===== src/rtl/step_gen.sv =====
// step_gen: debounced pushbutton to single-step pulse generator with
// optional auto-repeat. Each accepted step captures the switch operand and
// function select and bumps a wrapping step counter.
//
// Handshake: there is no backpressure. step is a one-cycle strobe. When it is
// high, op_a/op_sel/step_count already carry the values captured on the same
// edge, and they stay stable until the next step.
module step_gen #(
  parameter int DEBOUNCE_CYCLES = 16,
  parameter int REPEAT_DELAY    = 64,
  parameter int REPEAT_PERIOD   = 16
) (
  input  logic       clock,
  input  logic       resetn,
  input  logic       key_n,
  input  logic       repeat_en,
  input  logic [7:0] sw_data,
  input  logic [2:0] sw_op,
  output logic       step,
  output logic [7:0] op_a,
  output logic [2:0] op_sel,
  output logic       key_state,
  output logic [7:0] step_count,
  output logic [2:0] state_dbg
);

  // The counter must reach the largest terminal value of the three timers.
  localparam int CNT_MAX_A = (DEBOUNCE_CYCLES > REPEAT_DELAY) ? DEBOUNCE_CYCLES : REPEAT_DELAY;
  localparam int CNT_MAX   = (CNT_MAX_A > REPEAT_PERIOD) ? CNT_MAX_A : REPEAT_PERIOD;
  localparam int CW        = (CNT_MAX > 1) ? $clog2(CNT_MAX) : 1;

  localparam logic [CW-1:0] DB_LAST = CW'(DEBOUNCE_CYCLES - 1);
  localparam logic [CW-1:0] RD_LAST = CW'(REPEAT_DELAY - 1);
  localparam logic [CW-1:0] RP_LAST = CW'(REPEAT_PERIOD - 1);

  typedef enum logic [2:0] {
    S_IDLE       = 3'd0,
    S_PRESS_DB   = 3'd1,
    S_HELD       = 3'd2,
    S_REPEAT     = 3'd3,
    S_RELEASE_DB = 3'd4
  } state_t;

  state_t        state;
  state_t        state_next;
  logic [CW-1:0] cnt;
  logic [CW-1:0] cnt_next;
  logic          sync1;
  logic          sync2;
  logic          pressed;
  logic          issue;

  // Two-flop synchronizer; idles at 1 (released) so reset never looks like a press.
  always_ff @(posedge clock or negedge resetn) begin
    if (!resetn) begin
      sync1 <= 1'b1;
      sync2 <= 1'b1;
    end else begin
      sync1 <= key_n;
      sync2 <= sync1;
    end
  end

  // The only view of the key that the rest of the block uses.
  assign pressed = ~sync2;

  // State and shared cycle counter register.
  always_ff @(posedge clock or negedge resetn) begin
    if (!resetn) begin
      state <= S_IDLE;
      cnt   <= '0;
    end else begin
      state <= state_next;
      cnt   <= cnt_next;
    end
  end

  // Next-state, counter and step-issue decisions; the counter restarts on every state change.
  always_comb begin
    state_next = state;
    cnt_next   = cnt;
    issue      = 1'b0;
    case (state)
      S_IDLE: begin
        if (pressed) state_next = S_PRESS_DB;
      end
      S_PRESS_DB: begin
        if (!pressed) begin
          state_next = S_IDLE;
        end else if (cnt == DB_LAST) begin
          state_next = S_HELD;
          issue      = 1'b1;
        end else begin
          cnt_next = cnt + 1'b1;
        end
      end
      S_HELD: begin
        if (!pressed) begin
          state_next = S_RELEASE_DB;
        end else if (repeat_en && (cnt == RD_LAST)) begin
          state_next = S_REPEAT;
          issue      = 1'b1;
        end else if (cnt != RD_LAST) begin
          // Saturates at the delay terminal value while repeat is disabled.
          cnt_next = cnt + 1'b1;
        end
      end
      S_REPEAT: begin
        if (!pressed) begin
          state_next = S_RELEASE_DB;
        end else if (!repeat_en) begin
          state_next = S_HELD;
        end else if (cnt == RP_LAST) begin
          issue    = 1'b1;
          cnt_next = '0;
        end else begin
          cnt_next = cnt + 1'b1;
        end
      end
      S_RELEASE_DB: begin
        if (pressed) begin
          // A bounce during release goes back to holding without a step.
          state_next = S_HELD;
        end else if (cnt == DB_LAST) begin
          state_next = S_IDLE;
        end else begin
          cnt_next = cnt + 1'b1;
        end
      end
      default: begin
        state_next = S_IDLE;
      end
    endcase
    if (state_next != state) cnt_next = '0;
  end

  // Step strobe and operand capture; the captured values hold between steps.
  always_ff @(posedge clock or negedge resetn) begin
    if (!resetn) begin
      step       <= 1'b0;
      op_a       <= 8'h00;
      op_sel     <= 3'd0;
      step_count <= 8'h00;
    end else begin
      step <= issue;
      if (issue) begin
        op_a       <= sw_data;
        op_sel     <= sw_op;
        step_count <= step_count + 8'd1;
      end
    end
  end

  // The debounced level counts as pressed from acceptance until the release is accepted.
  assign key_state = (state == S_HELD) || (state == S_REPEAT) || (state == S_RELEASE_DB);
  assign state_dbg = state;

endmodule


===== config.mk =====
export PLATFORM = sky130hd
export DESIGN_NAME = step_gen
export DESIGN_NICKNAME = d
export VERILOG_FILES = /design/src/rtl/step_gen.sv
export SDC_FILE = /design/constraint.sdc
export NUM_CORES = 1
export LEC_CHECK = 0
export CORE_AREA = 2 2 63 65
export DETAILED_ROUTE_END_ITERATION = 10
export DIE_AREA = 0 0 65 67
export GPL_TIMING_DRIVEN = 0
export MAX_ROUTING_LAYER = met4
export PLACE_DENSITY_LB_ADDON = 0.2
export SYNTH_ARGS = -nofsm -noshare
export SYNTH_HDL_FRONTEND = slang
export SYNTH_SLANG_ARGS = --single-unit

===== constraint.sdc =====
create_clock -name clock -period 1.8 [get_ports clock]
set_clock_uncertainty 0.15 [all_clocks]
set_input_delay 0.18 -clock clock [delete_from_list [all_inputs] [get_ports clock]]
set_output_delay 0.18 -clock clock [all_outputs]
set_load 0.02 [all_outputs]

==> metrics <==
status complete, but fails checks; failing checks setup timing; Peak supply drop about 0.00054 V; Die Area around 4400 µm²; fraction of layout cells with a size suffix above 1 0.460; Leakage Power 1.21 nW; sequential cell area fraction in the yosys report 0.499; Mapped Area around 1600 µm²; CP max FO 5; most frequent cell after synthesis dfrtp_1; WL/cell 18.2 µm; setup ws final -0.148 ns; Synth area leaders dfrtp_1, mux2_1, mux2_2, dfstp_2, xor2_1; Period Utilization, post-route 1.08; fill count around 240; commonest cells in the netlist dfrtp_1, nor3_1, a21oi_1; HP Class primary input to flop; Worst EP arrival 1.95 ns; worst slew pin tran between 0.6 and 0.7 ns; I/O pin cnt 39; Num CTS Buffers 5; GRT overflow 0; CTS sink count 31; area growth from synthesis to layout 72.9%; first-pass GRT wire length 6940 µm; syn nets around 150; RSZ-0062 raised after global routing yes; largest net degree at the start of global routing 32; Mapped Cells 136; worst rel slew slack 0.539; drt via density 5.48; routability cong. 0.892; Worst-Skew Late Latency around 0.27 ns; post-synth top area cell dfrtp_1; DP Cell Count ~220; Synth Register Bits 31; Yosys warnings 0; Finished Core Util 0.748; PwrDens approximately 530 nW/µm²; clock root buffer master clkbuf_8; Critical Path RT between 1.5 and 2 ns; hold slack roughly 0.16 ns; Max Cap Violations 0; area of the core around 3600 µm²; Pins Over Slew Limit 0; Max clock buf depth 2; DRT iter0 DRCs 54; DP Worst Slack -0.427 ns; CTS tree yes; initial antenna violation count 0; WL final about 4700 µm; Max H-tree Level 2; vias in the first global route approximately 1400; dominant synthesized flop cell dfrtp_1; syn avg cell area 11.5 µm²; Final Power approximately 0.0014 W; Final ANT Viol Nets 0; Starting Density 0.433; Clock transition at path regs about 0.06 ns; Netlist cell types 49; ys async rst share 1.00; Setup violations, final 22; diode count 0; r2r setup slk -0.15 ns; post-layout min period slightly below 2 ns; Total Routing Usage GR 0.216; Yosys top cell area share 0.465; post-route insts no fill around 260; endpoints failing hold 0; final net count about 230; DRC 0; Initial DRT Pass Iterations 4; chip width roughly 65 µm; Post-synth EDFFs 0; DP Wirelength around 2500 µm; Setup CP Type flop to flop; Worst setup SP type flop; die height 67 µm; Critical Path Sink Type flop; total number of vias about 1400; # rows 22; Port Buffers 38; FMAX 513 MHz
==> cells by family after synthesis <==
family,count (synthesis),share of synthesized area
AOI/OAI and AO/OA,23,0.110
xor gates and xnor gates,7,0.0393
adders and majority gates,2,0.0160
buffers and inverters,7,0.0232
DFF,31,0.499
muxes,12,0.0866
and+or+nand+nor,54,0.226
==> cells in the final DEF (no fill, tap or decap), types with 3 or more instances in the layout <==
cell             instances
nor3_4                   5
o21ai_0                  3
a21oi_2                  3
clkdlybuf4s50_1         34
dfrtp_1                 25
buf_6                    7
clkbuf_8                 6
dfrtp_2                  4
nand2_1                  4
nand2b_4                 3
buf_4                   19
nand3_1                  4
nor2_4                   5
xor2_1                   5
mux2_4                  12
a21oi_1                  5
inv_1                    3
nor4_4                   4
==> critical path: stages, from the launching register on <==
cell and delay [ns]:
dfrtp_1 0.41, ha_4 0.20, and3_4 0.18, nand2_4 0.11, a32oi_4 0.14, buf_4 0.16
o31ai_1 0.36, a21oi_2 0.11
==> sequential cells by signal (all words and copies together), names as in the netlist <==
signal and count:
cnt 6, step_count 8, op_a 8, sync2 1, step 1, op_sel 3
state_dbg 3, sync1 1
==> path summary, 6_finish.rpt <==
| kind | start | endpoint | depth (start not counted) |
|---|---|---|---|
| min in group asynchronous | resetn | step_count[4]$_DFFE_PN0P_ | 2 |
| setup / recovery | cnt[0]$_DFFE_PN0P_ | cnt[4]$_DFFE_PN0P_ | 7 |
| hold reg to reg | sync1$_DFF_PN1_ | sync2$_DFF_PN1_ | 0 |
| hold / removal | key_n | sync1$_DFF_PN1_ | 1 |
| max in group asynchronous | resetn | state_dbg[1]$_DFF_PN0_ | 2 |
| setup reg to reg | cnt[0]$_DFFE_PN0P_ | cnt[4]$_DFFE_PN0P_ | 7 |
==> layout make-up <==
class	count	area [µm²]	share of cell area
Tap cell	48	60.1	0.0223
Clock inverter	1	5.00	0.00186
Timing Repair Buffer	66	633	0.235
Inverter	4	17.5	0.00649
Sequential cell	31	783	0.290
Clock buffer	7	86.3	0.0320
Multi-Input combinational cell	99	1070	0.398
Buffer	3	37.5	0.0139
==> metal layers <==
layer	global-route usage	part of all wire
met3	0.0355	0.035
met5	-	0
met4	0.0665	0.019
met2	0.375	0.53
met1	0.259	0.41
==> power by group <==
group	switching (W)	internal [W]
sequential	0.00000779	0.000704
clock	0.000250	0.000308
combinational	0.0000678	0.0000821
total	0.000325	0.00109
==> per-stage QoR <==
step / TNS, ns / instance area, µm²
2_1_floorplan: -0.759 / 1620
3_3_place_gp: -12.27 / 2060
3_5_place_dp: -14.25 / 2060
4_1_cts: -0.786 / 2480
5_1_grt: -3.36 / 2700
6_report: -2.05 / 2700
==> repair_timing <==
action,CTS,global route
endpoints found under the hold margin,0,29
buffers inserted,17,8
pin swaps,6,16
cloned,2,1
resized for setup,42,28
hold buffers,0,1
setup endpoints to repair,29,25
Power figures use the tool's default switching activity.
